## src/rtl/nbit_serial_addsub.sv

```systemverilog
// ---------------------------------------------------------------------------
// nbit_serial_addsub
//   Digit-serial adder/subtractor. Each busy cycle adds the lowest remaining
//   Digit bits of the latched operands, LSB digit first, so a Width-bit
//   result takes N = Width/Digit cycles. Subtraction is A + ~B + ~Cin, and
//   the reported borrow is the inverse of the final carry.
//
// Parameters
//   Width  operand/result width (>= 1)
//   Digit  bits per cycle (1 <= Digit <= Width, Width % Digit == 0)
//
// Ports
//   clk     in   rising-edge clock
//   rst_n   in   asynchronous active-low reset
//   start   in   request, sampled only while busy == 0
//   Mode    in   0 = add, 1 = subtract (latched with start)
//   A, B    in   operands (latched with start)
//   Cin     in   carry-in (add) / borrow-in (sub) (latched with start)
//   busy    out  operation in progress
//   done    out  one-cycle pulse, D and flags just updated
//   D       out  result, held until the next completion
//   Cout    out  add: carry out; sub: borrow out
//   Ovflow  out  two's-complement overflow
//   Zero    out  D == 0
// ---------------------------------------------------------------------------
module nbit_serial_addsub #(
  parameter int Width = 16,
  parameter int Digit = 4
) (
  input  logic             clk,
  input  logic             rst_n,
  input  logic             start,
  input  logic             Mode,
  input  logic [Width-1:0] A,
  input  logic [Width-1:0] B,
  input  logic             Cin,
  output logic             busy,
  output logic             done,
  output logic [Width-1:0] D,
  output logic             Cout,
  output logic             Ovflow,
  output logic             Zero
);

  localparam int N      = Width / Digit;
  localparam int CNT_W  = (N > 1) ? $clog2(N) : 1;
  localparam int SUM_W  = Digit + 1;
  localparam logic [CNT_W-1:0] LAST_CNT = CNT_W'(N - 1);

  typedef enum logic [1:0] {
    S_IDLE = 2'd0,
    S_BUSY = 2'd1,
    S_DONE = 2'd2
  } state_e;

  state_e           state_q, state_d;
  logic [Width-1:0] a_q, b_q, res_q;
  logic             carry_q;
  logic             mode_q;
  logic [CNT_W-1:0] cnt_q;
  logic [Width-1:0] d_q;
  logic             cout_q, ovf_q, zero_q;

  logic             accept;
  logic             last_digit;
  logic [SUM_W-1:0] dig_sum;
  logic             msb_cin;
  logic [Width-1:0] res_next;

  // A new request is taken whenever no operation is in flight, which
  // includes the DONE cycle so back-to-back operations have no gap.
  assign accept     = start && (state_q != S_BUSY);
  assign last_digit = (state_q == S_BUSY) && (cnt_q == LAST_CNT);

  // One digit of the ripple add; B is already inverted for subtract.
  assign dig_sum = {1'b0, a_q[Digit-1:0]} + {1'b0, b_q[Digit-1:0]} + SUM_W'(carry_q);

  // Carry into the digit's MSB recovered from the sum bit: s = a ^ b ^ cin.
  assign msb_cin = dig_sum[Digit-1] ^ a_q[Digit-1] ^ b_q[Digit-1];

  // Result assembles from the top down: each new digit enters at the MSB
  // end, so after N digits the first digit has reached bit 0.
  assign res_next = (res_q >> Digit) | (Width'(dig_sum[Digit-1:0]) << (Width - Digit));

  // State register
  always_ff @(posedge clk or negedge rst_n) begin
    if (!rst_n) begin
      state_q <= S_IDLE;
    end else begin
      state_q <= state_d;
    end
  end

  // Next-state logic
  always_comb begin
    state_d = state_q;
    case (state_q)
      S_IDLE:  if (start) state_d = S_BUSY;
      S_BUSY:  if (last_digit) state_d = S_DONE;
      S_DONE:  state_d = start ? S_BUSY : S_IDLE;
      default: state_d = S_IDLE;
    endcase
  end

  // Datapath
  always_ff @(posedge clk or negedge rst_n) begin
    if (!rst_n) begin
      a_q     <= '0;
      b_q     <= '0;
      res_q   <= '0;
      carry_q <= 1'b0;
      mode_q  <= 1'b0;
      cnt_q   <= '0;
      d_q     <= '0;
      cout_q  <= 1'b0;
      ovf_q   <= 1'b0;
      zero_q  <= 1'b0;
    end else if (accept) begin
      a_q     <= A;
      b_q     <= Mode ? ~B : B;
      carry_q <= Mode ? ~Cin : Cin;
      mode_q  <= Mode;
      res_q   <= '0;
      cnt_q   <= '0;
    end else if (state_q == S_BUSY) begin
      a_q     <= a_q >> Digit;
      b_q     <= b_q >> Digit;
      carry_q <= dig_sum[Digit];
      res_q   <= res_next;
      cnt_q   <= cnt_q + CNT_W'(1);
      if (last_digit) begin
        d_q    <= res_next;
        cout_q <= mode_q ? ~dig_sum[Digit] : dig_sum[Digit];
        ovf_q  <= msb_cin ^ dig_sum[Digit];
        zero_q <= (res_next == '0);
      end
    end
  end

  assign busy   = (state_q == S_BUSY);
  assign done   = (state_q == S_DONE);
  assign D      = d_q;
  assign Cout   = cout_q;
  assign Ovflow = ovf_q;
  assign Zero   = zero_q;

endmodule

```

## config.mk

```make
export PLATFORM = sky130hd
export DESIGN_NAME = nbit_serial_addsub
export DESIGN_NICKNAME = d
export VERILOG_FILES = /design/src/rtl/nbit_serial_addsub.sv
export SDC_FILE = /design/constraint.sdc
export NUM_CORES = 1
export LEC_CHECK = 0
export BUFFER_PORTS_ARGS = -buffer_cell sky130_fd_sc_hd__buf_2
export CAP_MARGIN = 10
export CORE_MARGIN = 5
export CORE_UTILIZATION = 50
export DETAILED_ROUTE_END_ITERATION = 7
export MAX_ROUTING_LAYER = met4
export PLACE_DENSITY = 0.73
export SLEW_MARGIN = 30
export SYNTH_ARGS = -nofsm -noshare
export SYNTH_HDL_FRONTEND = slang
export SYNTH_SLANG_ARGS = --single-unit
```

## constraint.sdc

```tcl
create_clock -name clk -period 5.7 [get_ports clk]
set_input_delay 0.57 -clock clk [delete_from_list [all_inputs] [get_ports clk]]
set_output_delay 0.57 -clock clk [all_outputs]
set_load 0.01 [all_outputs]
```

==> results of run 1 <==
## stage by stage
step / hold slack [ns] / utilization
global placement: 0.455 / 0.558
global route: 0.472 / 0.592
detailed placement: 0.468 / 0.558
floorplan: 0.274 / -
CTS: 0.448 / 0.592
finish: 0.413 / 0.592
## layer usage
layer | vias up | GRT usage | share of wire
li1 | 1152 | - | -
met2 | 65 | 0.247 | 0.44
met4 | 0 | 0.0608 | 0.024
met1 | 1067 | 0.211 | 0.47
met5 | - | - | 0
met3 | 13 | 0.0609 | 0.064
## kinds of logic (layout without fill, tap and decap cells)
group	after synthesis	in the layout	synth area share
and+or+nand+nor	89	89	0.117
AOI/OAI and AO/OA	72	72	0.128
DFF	69	69	0.540
muxes	30	30	0.0994
buffers and inverters	23	77	0.0325
xor gates and xnor gates	20	20	0.0548
adders and majority gates	6	6	0.0282
## final timing paths
kind / startpoint / end / slack [ns] / cells after the start
max in group asynchronous: rst_n / res_q[5] / 4.74 / 2
worst max register to register: state_q[1] / D[12] / 3.23 / 5
worst min-delay path: rst_n / D[7] / 0.41 / 2
min in group clk: A[14] / a_q[14] / 0.48 / 3
worst max-delay path: state_q[1] / busy / 3.02 / 4
worst min register to register: b_q[10] / b_q[6] / 0.49 / 2
## power by group through the flow
stage	logic (mW)	registers (mW)	clock network [mW]
finish	0.718	0.828	0.425
global route	0.830	0.859	0.457
CTS	0.726	0.831	0.437
detailed placement	0.723	0.840	0
global placement	0.700	0.831	0
floorplan	0.512	0.831	0
## area by class of cell
class	instances	area share
clock buffers	10	0.0370
well taps	77	0.0259
multi-input cells	217	0.368
repair buffers	59	0.0808
flip-flops and latches	69	0.465
inverters	3	0.00303
clock inverters	5	0.0202
## cell usage in the layout (no fill, tap or decap), drive strengths merged
cell    instances
nor4            3
mux2i          16
or3             1
a211oi          6
nand3           6
a22o            1
clkbuf         10
inv             3
fa              2
buf            59
nor2b           1
bufinv          2
o211a           1
o22ai           1
mux2           14
nor2           22
o211ai          1
clkinv          3
dfrtp          69
o21ai          43
xnor2          19
a21boi          1
and3            1
nand4           1
ha              4
o31ai           1
a21o            2
a21oi          14
o21a            1
nand2          53
nand2b          1
xor2            1
## state kept, by name, summed over array words and instances, names as in the netlist
signal	flops
cnt_q	2
mode_q	1
b_q	16
D	16
state_q	2
res_q	12
Zero	1
Ovflow	1
Cout	1
a_q	16
carry_q	1
## worst max-delay path, delay by kind of cell, from the launching register on
kind | cells | cell delay, ns
buf+inv | 3 | 1.06
flops | 1 | 0.37
simple gates | 1 | 0.32
==> impl_results.md, run 1 <==
* Antenna diode count at 0
* Critical path type: reg -> out
* Placed cell areas at 3500 um2
* CP Data Arrival Time at roughly 2.1 ns
* Die footprint at 8100 um2
* Area taken by multi-input logic gates at 1370 um2
* Seq/Total Area, Yosys at 0.540
* Vias at roughly 2300
* Required time worst endpoint at 5.13 ns
* IO Count at 58
* Status: completed
* DIE WIDTH at 90.0 um
* Drt initial violations at 120
* Worst skew pair latency at about 0.34 ns
* Design Area, Final at between 3000 and 4000 um2
* Postcts setup bufs at 0
* Async S/R FF share, synth at 1.00
* Synth cell count leaders: dfrtp_1 (69), nand2_1 (52), o21ai_0 (43)
* Post-place setup slack at 3.21 ns
* IO Port Bufs at 57
* Die height at 90.0 um
* Area growth syn-to-layout at 16.2%
* Post_cts resized at 0
* NetSw at roughly 0.71 mW
* Hold Buf Count CTS at 0
* Synthesis Warnings at 0
* DR pass1 iterations at 4
* RePlAce Congestion at around 0.76
* Netlist cell types at 36
* Fraction of layout cells with a size suffix above 1 at 0.259
* # rows at 29
* Number of synthesized flops with an enable pin at 0
* Fill count at 572
* FMAX at 373 MHz
* Clock Path Buffers at 2
* Synth Register Bits at 69
* Register area at roughly 1700 um2
* Most numerous cell in the Yosys netlist: dfrtp_1
* Area leader, netlist: dfrtp_1
* Int Power at 1.26 mW
* Number of global-route vias before repair at 2391
* Clk sinks at 69
* Slowest-stage cell, CP: buf_4
* Switching Share at 0.363
* Logic pwr share at 0.364
* Cts bufs inserted at 9
* Leakage dissipation at between 1.5 and 2 nW
* H-Tree Level Count at 3
* Setup crit start kind: register
* Fin crit share at 0.470
* Crit. End Element: output pin
* Tot Pwr at 1.97 mW
* Average cell area after synthesis at 10.3 um2
* Drt drc at 0
* Fin. max-slew vios at 0
* CP max FO at 63
* Worst-path clk slew at ~0.07 ns
* Dpl hpwl at 4160 um
* Setup TNS at 0 ns
* # setup viols final at 0
* Core area at 6280 um2
* Grt total ovfl at 0
* Crit path cell chain: nand2b_1, inv_2, buf_4, buf_2
* Max cap viols at 0
* Fin crit period at 2.68 ns
* Maximum number of pins on one net before global-route repair at 70
* Synth top area share at 0.540
* Antenna Nets Post-Route at 0
* Via density at 5.22
* Post-Syn Instances at 309
* Hold Path Class: in -> async
* Clock Power Share at 0.216
* Initial antenna violation count at 0
* Slowest cell delay on critical path at 0.51 ns
* Synth top area cells: dfrtp_1 (54%), o21ai_0 (6.7%), nand2_1 (6.1%)
* Synth Net Count at 352
* GR Util All Layers at 0.167
* Max Clock Skew at 0.00715 ns
* RSZ-0062 raised after global routing: no
* Final Hold Violating Endpoints at 0
* Rel. slew slack at 0.442
* CTS tree: built
* Mapped Area at 3200 um2
* Slack of the critical path at 3.02 ns
* Top FF cell, synth: dfrtp_1
* DP Cell Count at between 400 and 500
* First-pass GRT wire length at 10800 um
* Tightest Pin Transition at 0.837 ns
* P per Cell Area at around 530 nW/um2
* Wirelength, routed at 6060 um
* Worst IR drop on VDD at ~0.26 mV
* Nets at around 400
* Routed len/inst at 13.8 um
* Post-route insts no fill at 440
* Sequential power share at 0.420
* Clk root buf: clkbuf_8
* Initial Util at 0.509
No activity file was read; power rests on OpenSTA's default activity.
==> run 2, diff against run 1 <==
==> constraint.sdc (replaced) <==
create_clock -name clk -period 2.5 [get_ports clk]
set_input_delay 0.25 -clock clk [delete_from_list [all_inputs] [get_ports clk]]
set_output_delay 0.25 -clock clk [all_outputs]
set_load 0.01 [all_outputs]
==> run 2 against run 1 <==
  * Hold slack got worse by 0.26 ns
  * First-iteration DRC count fell by 23%
  * Clock power grew 100%
  * Sequential share of layout area down 0.45 points
  * Register-to-register slack worse by 3.1 ns
  * Routed wire length increased by 2.9%
  * Global-route usage up 0.50 points
  * Final cell count grew 1.1%
==> impl_results.md, run 2 (synthesized netlist as in run 1, its figures left out) <==
* Status: completed
* Setup TNS at 0 ns (unchanged)
* NetSw at 1.63 mW (+130%)
* CP Data Arrival Time at 2.53 ns (+0.42 ns)
* Hold Path Class: in -> reg
* Clk root buf: clkbuf_8
* Hold Path Depth at 3
* Tot Pwr at 4.43 mW (+120%)
* P per Cell Area at 1180 nW/um2 (+120%)
* Antenna diode count at 0 (unchanged)
* Worst skew pair latency at 0.34 ns (about the same)
* Critical path type: reg -> reg
* Most frequent cells in the layout: dfrtp_1 (69), buf_2 (57), nand2_1 (52), o21ai_0 (43), nor2_1 (22)
* R2R Setup Slk at 0.18 ns (-3.05 ns)
* Commonest non-fill, non-tap cell in the layout: dfrtp_1
* Final Hold Violating Endpoints at 0 (unchanged)
* Antenna Nets Post-Route at 0 (unchanged)
* Fill count at 538 (-5.9%)
* Required time worst endpoint at 2.71 ns (-2.42 ns)
* Clk sinks at 69 (unchanged)
* Setup crit start kind: register
* FMAX at 430 MHz
* WHS Endpoint: a_q[13]
* # rows at 29 (unchanged)
* Core area at 6280 um2 (unchanged)
* Cts bufs inserted at 9 (unchanged)
* R2R cell count at 6 (+1)
* DIE WIDTH at 90.0 um (unchanged)
* Die height at 90.0 um (unchanged)
* Fin crit period at about 2.3 ns
* Vias at 2300 (+0.13%)
* Sequential power share at 0.428 (+0.008)
* Number of global-route vias before repair at 2387 (-0.17%)
* Worst Hold Launch: A[13]
* Fraction of layout cells with a size suffix above 1 at 0.261 (+0.00192)
* Area growth syn-to-layout at 17.3%
* First-pass GRT wire length at 11000 um (+1.9%)
* DR pass1 iterations at 4 (unchanged)
* Worst-path clk slew at 0.07 ns (about the same)
* Nets at 407 (+1.2%)
* IO Count at 58 (unchanged)
* Initial antenna violation count at 0 (unchanged)
* Max Clock Skew at 0.00457 ns (-0.00257 ns)
* Reg2reg start: a_q[0]
* Met1 GRT Util at 0.219 (+0.00738)
* CTS tree: built
* # setup viols final at 0 (unchanged)
* Grt total ovfl at 0 (unchanged)
* GR peak layer: met2
* Fin crit share at 0.930
* Drt drc at 0 (unchanged)
* Switching Share at 0.369 (+0.00640)
* Fin. max-slew vios at 0 (unchanged)
* Met3 Track Usage GR at 0.0518 (-0.00918)
* RSZ-0062 raised after global routing: no
* Clock Path Buffers at 2 (unchanged)
* Post_cts resized at 0 (unchanged)
* Clock Power Share at 0.196 (-0.020)
* Routed len/inst at 14.0 um (+1.7%)
* Wirelength, routed at 6240 um (+2.9%)
* Maximum number of pins on one net before global-route repair at 49 (-30%)
* Worst IR drop on VDD at 0.628 mV (+150%)
* Initial Util at 0.509 (unchanged)
* Int Power at 2.79 mW (+120%)
* Crit. End Element: register
* GR Util All Layers at 0.172 (+0.00500)
* IO Port Bufs at 57 (unchanged)
* Postcts setup bufs at 0 (unchanged)
* H-Tree Level Count at 3 (unchanged)
* CP max FO at 3 (-95%)
* Max cap viols at 0 (unchanged)
* Rel. slew slack at 0.452 (+0.00985)
* Drt initial violations at 92 (-23%)
* Reg2reg end: Ovflow
* Hold Buf Count CTS at 1 (+1)
* Die footprint at 8100 um2 (unchanged)
* Tightest Pin Transition at 0.822 ns (-0.0157 ns)
* Via density at 5.17 (-0.99%)
* Leakage dissipation at 1.81 nW (+1.1%)
* Routing usage on met2 at 0.259 (+0.0116)
* Logic pwr share at 0.376 (+0.012)
* Dpl hpwl at 4440 um (+6.5%)
* RePlAce Congestion at 0.849 (+11%)
run 2: cell types whose count changed in the layout (fill, tap and decap cells not counted):
cell | before | now
inv_1 | 1 | 2
clkinv_2 | 3 | 0
bufinv_16 | 2 | 0
dlygate4sd3_1 | 0 | 1
buf_4 | 2 | 5
clkbuf_8 | 10 | 14
buf_12 | 0 | 1
clkbuf_1 | 0 | 1
inv_2 | 2 | 1
run 2: layer usage:
metal | routed length (um) | share of wire
met2 | 2910 | 0.47
met5 | 0 | 0
met3 | 328 | 0.053
met1 | 2860 | 0.46
met4 | 140 | 0.022
run 2: worst max-delay path by stage:
stage / depth (start not counted) / slack (ns) / endpoint / start
after floorplan: 6 / 0.38 / Ovflow / a_q[0]
after CTS: 6 / 0.17 / Ovflow / a_q[0]
after global routing: 6 / 0.11 / Ovflow / a_q[0]
final: 6 / 0.18 / Ovflow / a_q[0]
after detailed placement: 6 / 0.18 / Ovflow / a_q[0]
after global placement: 6 / 0.30 / Ovflow / a_q[0]
run 2: cell type report:
class,instances,area (um2),share of cell area
timing repair buffer,64,353,0.0941
inverter,3,11.3,0.00300
sequential,69,1730,0.460
clock buffer,15,196,0.0524
multi-input combinational,217,1370,0.365
tap,77,96.3,0.0257
run 2: critical path: stages (launching register included):
cell	delay, ns
dfrtp_1	0.41
fa_1	0.48
fa_1	0.44
a21o_1	0.19
a211oi_1	0.38
o211a_1	0.24
o31ai_2	0.06
run 2: power by group through the flow:
stage          Sequential (mW)  Combinational (mW)  Clock [mW]
4_1_cts                   1.90                1.68       0.897
3_5_place_dp              1.92                1.68           0
5_1_grt                   1.95                1.91       0.953
2_1_floorplan             1.89                1.17           0
6_report                  1.89                1.66       0.869
3_3_place_gp              1.89                1.60           0
run 2: per-stage QoR:
| stage | util | area [um2] | worst slack (ns) | hold WS (ns) | std cells |
|---|---|---|---|---|---|
| after global routing | 0.598 | 3750 | 0.113 | 0.136 | 445 |
| after CTS | 0.598 | 3750 | 0.173 | 0.141 | 445 |
| after floorplan | - | 3200 | 0.375 | -0.0456 | 309 |
| after detailed placement | 0.565 | 3540 | 0.181 | 0.336 | 429 |
| after global placement | 0.565 | 3540 | 0.296 | 0.329 | 429 |
| final | 0.598 | 3750 | 0.176 | 0.153 | 445 |
